===== src/rtl/driver_fire_scheduler.sv =====
// driver_fire_scheduler
//
// Command-driven sequencer that owns every control input of one driver_core.
// It runs in that core's clock_a domain and performs two jobs:
//   * memory write: WR_SETUP -> WR_STROBE -> WR_HOLD, each HOLD_CYCLES long, so
//     the address, data and strobe cross the core's synchronizers cleanly.
//   * refresh sweep: for every index 0..last_row, a normal phase (p=0) and then
//     an inverted phase (p=1). Each phase is SW_SETUP (HOLD_CYCLES),
//     SW_FIRE (pulse_len, 0 counts as 1) and SW_DEAD (dead_len, 0 skips it).
// Selects and inversion change only on entry to SW_SETUP, so output_active is
// never high while they move. An abort during a sweep drains for HOLD_CYCLES.
//
// Ports:
//   clock, reset_n        clock and synchronous active-low reset
//   cmd_valid/cmd_ready   command handshake; ready is high only in IDLE
//   cmd_op                0 = memory write, 1 = sweep
//   cmd_addr, cmd_data    write address / data, loaded at accept
//   cfg_*                 sweep configuration, latched at sweep accept
//   abort                 terminate a running sweep
//   busy, sweep_done      status; sweep_done is a 1-cycle pulse
//   mem_address .. inverter_select   registered driver_core _a controls
module driver_fire_scheduler #(
  parameter int MEM_LENGTH         = 48,
  parameter int MEM_ADDRESS_LENGTH = 6,
  parameter int HOLD_CYCLES        = 4,
  parameter int CNT_WIDTH          = 16
) (
  input  logic                            clock,
  input  logic                            reset_n,
  input  logic                            cmd_valid,
  output logic                            cmd_ready,
  input  logic                            cmd_op,
  input  logic [2*MEM_ADDRESS_LENGTH-1:0] cmd_addr,
  input  logic [15:0]                     cmd_data,
  input  logic [CNT_WIDTH-1:0]            cfg_pulse_len,
  input  logic [CNT_WIDTH-1:0]            cfg_dead_len,
  input  logic [MEM_ADDRESS_LENGTH-1:0]   cfg_last_row,
  input  logic                            cfg_row_col,
  input  logic                            abort,
  output logic                            busy,
  output logic                            sweep_done,
  output logic [2*MEM_ADDRESS_LENGTH-1:0] mem_address,
  output logic                            mem_write_n,
  output logic [MEM_ADDRESS_LENGTH-1:0]   row_select,
  output logic [MEM_ADDRESS_LENGTH-1:0]   col_select,
  output logic [15:0]                     data_in,
  output logic                            row_col_select,
  output logic                            output_active,
  output logic                            inverter_select
);

  localparam int AW = MEM_ADDRESS_LENGTH;
  localparam logic [CNT_WIDTH-1:0] HOLD_M1 = CNT_WIDTH'(HOLD_CYCLES - 1);

  // Reject parameter sets the sequencing cannot honour.
  if (HOLD_CYCLES < 1 || MEM_LENGTH < 1 || MEM_LENGTH > (1 << (2 * MEM_ADDRESS_LENGTH))) begin : g_bad_params
    $error("driver_fire_scheduler: illegal parameter combination");
  end

  typedef enum logic [2:0] {
    ST_IDLE      = 3'd0,
    ST_WR_SETUP  = 3'd1,
    ST_WR_STROBE = 3'd2,
    ST_WR_HOLD   = 3'd3,
    ST_SW_SETUP  = 3'd4,
    ST_SW_FIRE   = 3'd5,
    ST_SW_DEAD   = 3'd6,
    ST_DRAIN     = 3'd7
  } state_t;

  state_t                state_r, state_s;
  logic [CNT_WIDTH-1:0]  cnt_r, cnt_s;
  logic [AW-1:0]         idx_r, idx_s;
  logic                  phase_r, phase_s;
  logic                  axis_r, axis_s;
  logic [AW-1:0]         last_r, last_s;
  logic [CNT_WIDTH-1:0]  pulse_m1_r, pulse_m1_s;
  logic [CNT_WIDTH-1:0]  dead_r, dead_s;
  logic [2*AW-1:0]       addr_r, addr_s;
  logic [15:0]           data_r, data_s;
  logic                  done_s;
  logic                  phase_end_s;

  logic                  cmd_ready_r, busy_r, done_r, wr_n_r, act_r, inv_r, rcs_r;
  logic [AW-1:0]         row_r, col_r;

  assign cmd_ready       = cmd_ready_r;
  assign busy            = busy_r;
  assign sweep_done      = done_r;
  assign mem_address     = addr_r;
  assign data_in         = data_r;
  assign mem_write_n     = wr_n_r;
  assign output_active   = act_r;
  assign row_select      = row_r;
  assign col_select      = col_r;
  assign inverter_select = inv_r;
  assign row_col_select  = rcs_r;

  // Next-state, counter and sweep-bookkeeping logic.
  always_comb begin
    state_s     = state_r;
    cnt_s       = cnt_r;
    idx_s       = idx_r;
    phase_s     = phase_r;
    axis_s      = axis_r;
    last_s      = last_r;
    pulse_m1_s  = pulse_m1_r;
    dead_s      = dead_r;
    addr_s      = addr_r;
    data_s      = data_r;
    done_s      = 1'b0;
    phase_end_s = 1'b0;

    case (state_r)
      ST_IDLE: begin
        // cmd_ready_r is low on the first cycle after reset, so gate on it.
        if (cmd_valid && cmd_ready_r) begin
          cnt_s = HOLD_M1;
          if (cmd_op) begin
            state_s    = ST_SW_SETUP;
            idx_s      = '0;
            phase_s    = 1'b0;
            axis_s     = cfg_row_col;
            last_s     = cfg_last_row;
            // A zero pulse length behaves as one cycle.
            pulse_m1_s = (cfg_pulse_len == '0) ? '0 : cfg_pulse_len - CNT_WIDTH'(1);
            dead_s     = cfg_dead_len;
          end else begin
            state_s = ST_WR_SETUP;
            addr_s  = cmd_addr;
            data_s  = cmd_data;
          end
        end else begin
          cnt_s = '0;
        end
      end
      ST_WR_SETUP: begin
        if (cnt_r == '0) begin
          state_s = ST_WR_STROBE;
          cnt_s   = HOLD_M1;
        end else begin
          cnt_s = cnt_r - CNT_WIDTH'(1);
        end
      end
      ST_WR_STROBE: begin
        if (cnt_r == '0) begin
          state_s = ST_WR_HOLD;
          cnt_s   = HOLD_M1;
        end else begin
          cnt_s = cnt_r - CNT_WIDTH'(1);
        end
      end
      ST_WR_HOLD: begin
        if (cnt_r == '0) begin
          state_s = ST_IDLE;
          cnt_s   = '0;
        end else begin
          cnt_s = cnt_r - CNT_WIDTH'(1);
        end
      end
      ST_SW_SETUP: begin
        if (abort) begin
          state_s = ST_DRAIN;
          cnt_s   = HOLD_M1;
        end else if (cnt_r == '0) begin
          state_s = ST_SW_FIRE;
          cnt_s   = pulse_m1_r;
        end else begin
          cnt_s = cnt_r - CNT_WIDTH'(1);
        end
      end
      ST_SW_FIRE: begin
        if (abort) begin
          state_s = ST_DRAIN;
          cnt_s   = HOLD_M1;
        end else if (cnt_r == '0) begin
          if (dead_r != '0) begin
            state_s = ST_SW_DEAD;
            cnt_s   = dead_r - CNT_WIDTH'(1);
          end else begin
            phase_end_s = 1'b1;
          end
        end else begin
          cnt_s = cnt_r - CNT_WIDTH'(1);
        end
      end
      ST_SW_DEAD: begin
        // Abort has priority even on the very last dead cycle.
        if (abort) begin
          state_s = ST_DRAIN;
          cnt_s   = HOLD_M1;
        end else if (cnt_r == '0) begin
          phase_end_s = 1'b1;
        end else begin
          cnt_s = cnt_r - CNT_WIDTH'(1);
        end
      end
      ST_DRAIN: begin
        if (cnt_r == '0) begin
          state_s = ST_IDLE;
          cnt_s   = '0;
        end else begin
          cnt_s = cnt_r - CNT_WIDTH'(1);
        end
      end
      default: begin
        state_s = ST_IDLE;
        cnt_s   = '0;
      end
    endcase

    // End of a phase: inverted phase next, then next index or finish.
    // The last-index test happens before incrementing so a full-range
    // last_row never wraps.
    if (phase_end_s) begin
      if (!phase_r) begin
        state_s = ST_SW_SETUP;
        cnt_s   = HOLD_M1;
        phase_s = 1'b1;
      end else if (idx_r == last_r) begin
        state_s = ST_IDLE;
        cnt_s   = '0;
        done_s  = 1'b1;
      end else begin
        state_s = ST_SW_SETUP;
        cnt_s   = HOLD_M1;
        idx_s   = idx_r + AW'(1);
        phase_s = 1'b0;
      end
    end else begin
      done_s = 1'b0;
    end
  end

  // State, bookkeeping and registered outputs, all decoded from the next state.
  always_ff @(posedge clock) begin
    if (!reset_n) begin
      state_r     <= ST_IDLE;
      cnt_r       <= '0;
      idx_r       <= '0;
      phase_r     <= 1'b0;
      axis_r      <= 1'b0;
      last_r      <= '0;
      pulse_m1_r  <= '0;
      dead_r      <= '0;
      addr_r      <= '0;
      data_r      <= '0;
      cmd_ready_r <= 1'b0;
      busy_r      <= 1'b0;
      done_r      <= 1'b0;
      wr_n_r      <= 1'b1;
      act_r       <= 1'b0;
      row_r       <= '0;
      col_r       <= '0;
      inv_r       <= 1'b0;
      rcs_r       <= 1'b0;
    end else begin
      state_r     <= state_s;
      cnt_r       <= cnt_s;
      idx_r       <= idx_s;
      phase_r     <= phase_s;
      axis_r      <= axis_s;
      last_r      <= last_s;
      pulse_m1_r  <= pulse_m1_s;
      dead_r      <= dead_s;
      addr_r      <= addr_s;
      data_r      <= data_s;
      cmd_ready_r <= (state_s == ST_IDLE);
      busy_r      <= (state_s != ST_IDLE);
      done_r      <= done_s;
      wr_n_r      <= (state_s != ST_WR_STROBE);
      act_r       <= (state_s == ST_SW_FIRE);
      // idx/phase/axis only move on entry to SW_SETUP, so these do too.
      row_r       <= axis_s ? '0 : idx_s;
      col_r       <= axis_s ? idx_s : '0;
      inv_r       <= phase_s;
      rcs_r       <= axis_s;
    end
  end

endmodule

===== config.mk =====
export PLATFORM = sky130hd
export DESIGN_NAME = driver_fire_scheduler
export DESIGN_NICKNAME = d
export VERILOG_FILES = /design/src/rtl/driver_fire_scheduler.sv
export SDC_FILE = /design/constraint.sdc
export NUM_CORES = 1
export LEC_CHECK = 0
export CORE_MARGIN = 2
export CORE_UTILIZATION = 45
export CTS_CLUSTER_DIAMETER = 30
export DETAILED_ROUTE_END_ITERATION = 10
export DONT_BUFFER_PORTS = 1
export PLACE_DENSITY = 0.62
export SKIP_LAST_GASP = 1
export SYNTH_ARGS = -nofsm -noshare
export SYNTH_HDL_FRONTEND = slang
export SYNTH_SLANG_ARGS = --single-unit

===== constraint.sdc =====
create_clock -name clock -period 3.2 [get_ports clock]
set_clock_uncertainty 0.15 [all_clocks]
set_input_delay 0.32 -clock clock [delete_from_list [all_inputs] [get_ports clock]]
set_output_delay 0.32 -clock clock [all_outputs]
set_load 0.02 [all_outputs]

==> summary.md, run 1 <==
| Metric | Value |
|---|---|
| Run status | `complete, but fails checks` |
| Failing checks | `DRC` |
| Detailed Routing Iterations Pass 1 | `8` |
| Post-Route Setup TNS | `0 ns` |
| Post_cts resized | `0` |
| Global-route wire length before repair | `22.7 mm` |
| Hold Path Class | `in2reg` |
| CP required | `3.31 ns` |
| Count leader, synth | `nand2_1` |
| Synth cell types | `58` |
| Height of the die | `113 um` |
| RR Endpoint | `cmd_ready` |
| Max stage delay on crit path | `0.50 ns` |
| Period utilization | `86.1%` |
| Power per cell area | `891 nW/um^2` |
| Die X | `113 um` |
| Slew margin rel. | `58.2%` |
| Synth area leaders | `dfxtp_1 41%, nand2_1 11%, a21oi_1 7.1%` |
| Most common cell on crit path | `o21ai_0` |
| Leak pwr | `2.26 nW` |
| Worst reg2reg path startpoint | `dead_r[0]` |
| Final hold vios | `0` |
| Setup Buffers After CTS | `0` |
| Largest net degree at the start of global routing | `43` |
| Buf/Inv on CP | `1` |
| Die area | `about 13000 um^2` |
| Delay-heaviest family, CP | `simple AND/OR/NAND/NOR gates` |
| H-tree depth | `3` |
| Grt total ovfl | `0` |
| Sw power | `2.36 mW` |
| Combinational share of power | `between 40% and 50%` |
| Crit path DAT | `about 2.9 ns` |
| Post-Route Utilization | `roughly 55%` |
| Final WL | `14.0 mm` |
| Fin. max-slew vios | `0` |
| Vias in the first global route | `about 4700` |
| Area of the core | `11500 um^2` |
| Sw frac | `42.2%` |
| Critical path type | `reg2reg` |
| CTS tree | `yes` |
| Gr usage total | `22.0%` |
| IO Port Bufs | `0` |
| Slowest-stage cell, CP | `o21ai_0` |
| Final setup viols | `0` |
| Antenna violations before repair | `0` |
| Root Driver | `clkbuf_16` |
| Hold Crit Start | `reset_n` |
| Site Rows | `39` |
| Fillers | `roughly 1100` |
| Worst-case vdd ir drop | `roughly 0.40 mV` |
| Commonest cells in the netlist | `154 x nand2_1, 110 x dfxtp_1, 76 x a21oi_1` |
| Most area-hungry cell type in the Yosys netlist | `dfxtp_1` |
| Syn Area/Cell | `7.76 um^2` |
| Area share of the largest cell type after synthesis | `41.1%` |
| Internal | `3.23 mW` |
| Nets | `800` |
| Clk_lat worst skew | `0.36 ns` |
| Initial Util | `approximately 46%` |
| Overall Power | `5.59 mW` |
| Flop-to-flop setup slack | `0.44 ns` |
| Share of cells above drive strength 1 | `under 10%` |
| TritonCTS Buffers | `9` |
| Seq. cell area | `2200 um^2` |
| Hold endpoint | `inverter_select` |
| FF+latch count, synth | `110` |
| Tightest Pin Transition | `0.625 ns` |
| I/O pins | `119` |
| Top FF cell, synth | `dfxtp_1` |
| FFs w/ async S/R, synth | `0%` |
| Post-route DRC | `3` |
| Final ANT Viol Nets | `0` |
| Syn Inst Count | `690` |
| Drt wl/cell | `16.1 um` |
| Mapped Nets | `767` |
| R2r worst-path depth | `8` |
| Crit-path cells | `inv_1, ha_1, nor3b_1, nand4_1, o21ai_0, nand3_1, o21ai_0, nor4b_1` |
| RSZ-0062 raised after global routing | `no` |
| Vias | `4922` |
| Clk pin slew, worst setup/hold paths | `0.07 ns` |
| Critical Path Start Type | `register` |
| Critical Path Fanout Max | `8` |
| CTS Buffer Depth | `2` |
| Max cap viols | `0` |
| Peak Freq | `363 MHz` |
| CTS Sinks | `110` |
| Area of the multi-input gates | `2940 um^2` |
| DP HPWL | `9.83 mm` |
| Hold depth | `2` |
| CTS Hold Buffers Added | `50` |
| Worst Setup End Kind | `register` |
| Synthesized cell area | `approximately 5400 um^2` |
| N_diodes | `0` |
| Flop pwr share | `30.3%` |
| Initial DRC count | `391` |
| Clk network pwr share | `20.4%` |
| Post-synth EDFFs | `0` |
| Routed vias/inst | `5.65` |
| Tmin final | `2.76 ns` |
| Sequential area share after synthesis | `41.1%` |
| Layout area overhead | `17.3%` |
| Worst path depth | `8` |
| Yosys Warn Count | `0` |
| Final GP Congestion | `0.914` |
==> flip-flops by register name (all words and copies together) (netlist names) <==
name and cells:
pulse_m1_r 16, state_r 3, row_col_select 1, cnt_r 16, output_active 1, row_select 6, data_in 16, dead_r 16
last_r 6, sweep_done 1, inverter_select 1, col_select 6, mem_address 12, cmd_ready 1, idx_r 6, busy 1
mem_write_n 1
==> per-stage QoR <==
stage | cell area (um^2) | setup slack, ns | std cells | hold WS [ns]
detailed placement | 5460 | 0.345 | 804 | 0.256
global route | 6280 | 0.236 | 871 | 0.0345
finish | 6280 | 0.445 | 871 | 0.0101
CTS | 6270 | 0.510 | 870 | 0.00370
global placement | 5460 | 0.402 | 804 | 0.251
floorplan | 5350 | 0.633 | 690 | 0.282
==> how the worst max path moves through the flow <==
stage / slack (ns) / to / start
floorplan: 0.63 / pulse_m1_r[1] / cfg_pulse_len[0]
global placement: 0.40 / pulse_m1_r[1] / cfg_pulse_len[0]
global route: 0.24 / cmd_ready / dead_r[0]
finish: 0.44 / cmd_ready / dead_r[0]
detailed placement: 0.34 / pulse_m1_r[4] / cfg_pulse_len[0]
CTS: 0.51 / cmd_ready / dead_r[0]
==> cells in the final DEF, fill, tap and decap left out, types with 3 or more instances in the layout <==
cell type	instances
xor2_1	17
nand2_1	154
mux2_2	3
xnor2_1	30
dlygate4sd3_1	51
nor4_1	9
o31ai_1	3
buf_4	13
a211oi_1	3
nand3_1	17
nand2b_1	4
a21oi_1	76
or3_1	5
nor4b_1	5
and2_1	11
clkbuf_16	9
nor2b_1	5
ha_1	5
dfxtp_1	110
nand4_1	8
a22oi_1	8
o21ai_0	34
inv_1	9
nor2_1	63
nor3_1	14
a2bb2oi_1	7
or4_1	3
==> final cells by class <==
cell class | instances | area share (%)
Timing Repair Buffer | 64 | 9.68
Sequential cell | 110 | 35.1
Tap cell | 143 | 2.85
Multi-Input combinational cell | 528 | 46.9
Clock buffer | 10 | 3.65
Inverter | 10 | 0.598
Clock inverter | 6 | 1.30
==> power groups by stage <==
stage	registers, mW	clock network, mW	logic, mW
detailed placement	1.73	0	2.65
finish	1.70	1.14	2.75
global route	1.71	1.22	3.04
CTS	1.70	1.17	2.72
global placement	1.72	0	2.63
floorplan	1.68	0	2.08
==> metal layers <==
layer	wire [um]	track usage (%)	vias up	share of wire, %
met5	0	0	-	0
met1	6230	29.1	2272	45
li1	-	-	2441	-
met2	6520	35.2	184	47
met3	863	4.18	25	6.2
met4	372	9.43	0	2.7
==> logic make-up (layout without fill, tap and decap cells) <==
kind of cell / after synthesis / count (layout) / share of synthesized area [%]
and+or+nand+nor: 317 / 317 / 27.8
buffers and inverters: 52 / 90 / 3.97
adders and majority gates: 5 / 5 / 1.17
DFF: 110 / 110 / 41.1
xor gates and xnor gates: 47 / 47 / 7.69
AOI/OAI and AO/OA: 154 / 154 / 17.2
muxes: 5 / 5 / 1.01
Note: power is estimated with default switching activity, not from simulation.
==> run 2: changes to the inputs <==
Settings changed: ABC_AREA set to 0, CORE_ASPECT_RATIO set to 0.8, CORE_MARGIN 2 to unset.
==> summary.md, run 2 (same netlist as run 1, synthesis figures left out) <==
| Metric | Value |
|---|---|
| Placement Cell Area | `5460 um^2 (about the same)` |
| Die area | `12300 um^2 (-3.5%)` |
| R2r worst-path depth | `8 (unchanged)` |
| Grt total ovfl | `0 (unchanged)` |
| Commonest non-fill, non-tap cell in the layout | `nand2_1` |
| Routed vias/inst | `5.68 (+0.47%)` |
| Final GP Congestion | `0.896 (-2.0%)` |
| Flop pwr share | `30.7% (+0.4 points)` |
| Final worst slack | `0.293 ns (-0.152 ns)` |
| Setup Buffers After CTS | `0 (unchanged)` |
| Combinational share of power | `48.3% (-0.9 points)` |
| Post_cts resized | `0 (unchanged)` |
| Post-Route Setup TNS | `0 ns (unchanged)` |
| Dpl ws | `0.358 ns (+0.0135 ns)` |
| Slew margin rel. | `43.6% (-15 points)` |
| Drt wl/cell | `16.1 um (about the same)` |
| IO Port Bufs | `0 (unchanged)` |
| Most frequent cells in the layout | `154 x nand2_1, 110 x dfxtp_1, 76 x a21oi_1` |
| Tightest Pin Transition | `0.846 ns (+0.221 ns)` |
| Global-route wire length before repair | `22.4 mm (-1.3%)` |
| Internal | `3.21 mW (-0.56%)` |
| Final WL | `14.0 mm (+0.39%)` |
| Final hold vios | `0 (unchanged)` |
| Inst Count DP | `808 (+0.50%)` |
| Gr usage total | `23.2% (+1.2 points)` |
| Max cap viols | `0 (unchanged)` |
| CTS Sinks | `110 (unchanged)` |
| Largest net degree at the start of global routing | `43 (unchanged)` |
| Nets | `799 (-0.13%)` |
| Critical path type | `reg2reg` |
| Share of cells above drive strength 1 | `6.33% (+0.0087 points)` |
| Initial Util | `46.3% (-0.18 points)` |
| Clk network pwr share | `21.1% (+0.7 points)` |
| Critical Path Start Type | `register` |
| CTS tree | `yes` |
| CP required | `3.29 ns (-0.02 ns)` |
| Worst Setup End Kind | `register` |
| H-tree depth | `3 (unchanged)` |
| Sw frac | `42.6% (+0.43 points)` |
| Hold Path Class | `in2reg` |
| Tmin final | `2.91 ns (+0.152 ns)` |
| Final ANT Viol Nets | `0 (unchanged)` |
| Period utilization | `90.9% (+4.8 points)` |
| Max stage delay on crit path | `0.53 ns (+0.03 ns)` |
| Hold depth | `2 (unchanged)` |
| Leak pwr | `2.27 nW (+0.31%)` |
| Area of the core | `11600 um^2 (+0.39%)` |
| Height of the die | `99.6 um (-12%)` |
| DP HPWL | `9.85 mm (+0.21%)` |
| CTS Hold Buffers Added | `51 (+2.0%)` |
| Clk pin slew, worst setup/hold paths | `0.07 ns (about the same)` |
| Post-route DRC | `0 (-3)` |
| Layout area overhead | `17.5%` |
| Crit path DAT | `3.00 ns (+0.13 ns)` |
| Fillers | `1109 (+4.7%)` |
| CTS Buffer Depth | `2 (unchanged)` |
| Area of the multi-input gates | `2940 um^2 (unchanged)` |
| RSZ-0062 raised after global routing | `no` |
| Die X | `124 um (+9.6%)` |
| Vias in the first global route | `4582 (-1.7%)` |
| Final setup viols | `0 (unchanged)` |
| Most common cell on crit path | `o21ai_0` |
| Vias | `4968 (+0.93%)` |
| I/O pins | `119 (unchanged)` |
| Clk_lat worst skew | `0.35 ns (about the same)` |
| Seq. cell area | `2200 um^2 (unchanged)` |
| Worst-case vdd ir drop | `0.512 mV (+27%)` |
| Fin area | `6290 um^2 (+0.12%)` |
| Peak Freq | `344 MHz (-5.2%)` |
| Initial DRC count | `438 (+12%)` |
| Sw power | `2.39 mW (+1.2%)` |
| Site Rows | `35 (-10%)` |
| Overall Power | `5.60 mW (+0.18%)` |
| Crit-path cells | `inv_1, ha_1, nor3b_1, nand4_1, o21ai_0, nand3_1, o21ai_0, nor4b_1` |
| Run status | `finished, final reports clean` |
| WHS | `0.0167 ns (+0.00667 ns)` |
| N_diodes | `0 (unchanged)` |
| Final Instance Count excl. Fillers | `875 (+0.46%)` |
| Antenna violations before repair | `0 (unchanged)` |
| Fin. max-slew vios | `0 (unchanged)` |
| TritonCTS Buffers | `9 (unchanged)` |
| Root Driver | `clkbuf_16` |
| Critical Path Fanout Max | `8 (unchanged)` |
| Slowest-stage cell, CP | `o21ai_0` |
| Detailed Routing Iterations Pass 1 | `5 (-3)` |
| Power per cell area | `891 nW/um^2 (about the same)` |
| Post-Route Utilization | `54.4% (-0.15 points)` |
run 2: changes by cell type in the layout (fill, tap and decap cells not counted):
cell,change
clkinvlp_4,-2
clkinv_2,+1
clkbuf_8,+1
clkbuf_1,-1
buf_4,-1
clkinv_4,+1
run 2: power by group through the flow:
stage | sequential (mW) | clock, mW | combinational [mW]
after global placement | 1.74 | 0 | 2.57
after detailed placement | 1.74 | 0 | 2.59
final | 1.72 | 1.18 | 2.71
after global routing | 1.74 | 1.26 | 2.99
after CTS | 1.71 | 1.21 | 2.67
after floorplan | 1.68 | 0 | 2.08
run 2: layer usage:
| layer | track usage [%] | part of all wire, % |
|---|---|---|
| met1 | 31.2 | 46 |
| met2 | 36.5 | 45 |
| met3 | 5.91 | 7.0 |
| met4 | 7.05 | 2.0 |
| met5 | 0 | 0 |
run 2: area by class of cell:
class / count / share of cell area (%)
flip-flops and latches: 110 / 35.0
multi-input cells: 528 / 46.8
clock inverters: 6 / 1.27
well taps: 148 / 2.95
repair buffers: 63 / 9.55
inverters: 10 / 0.597
clock buffers: 10 / 3.80
run 2: path summary, 6_finish.rpt:
kind	startpoint	endpoint	slack, ns
setup reg to reg	dead_r[0]	cmd_ready	0.29
setup / recovery	dead_r[0]	cmd_ready	0.29
hold reg to reg	pulse_m1_r[3]	pulse_m1_r[3]	0.31
hold / removal	cfg_pulse_len[15]	pulse_m1_r[15]	0.02
run 2: worst max-delay path: cells and delay by family, from the launching register on:
kind	cells	cell delay, ns
adder cells (fa/ha/maj)	1	0.34
AO/OA/AOI/OAI	2	0.88
flip-flops	1	0.36
buffers and inverters	1	0.07
AND/OR/NAND/NOR	4	1.00
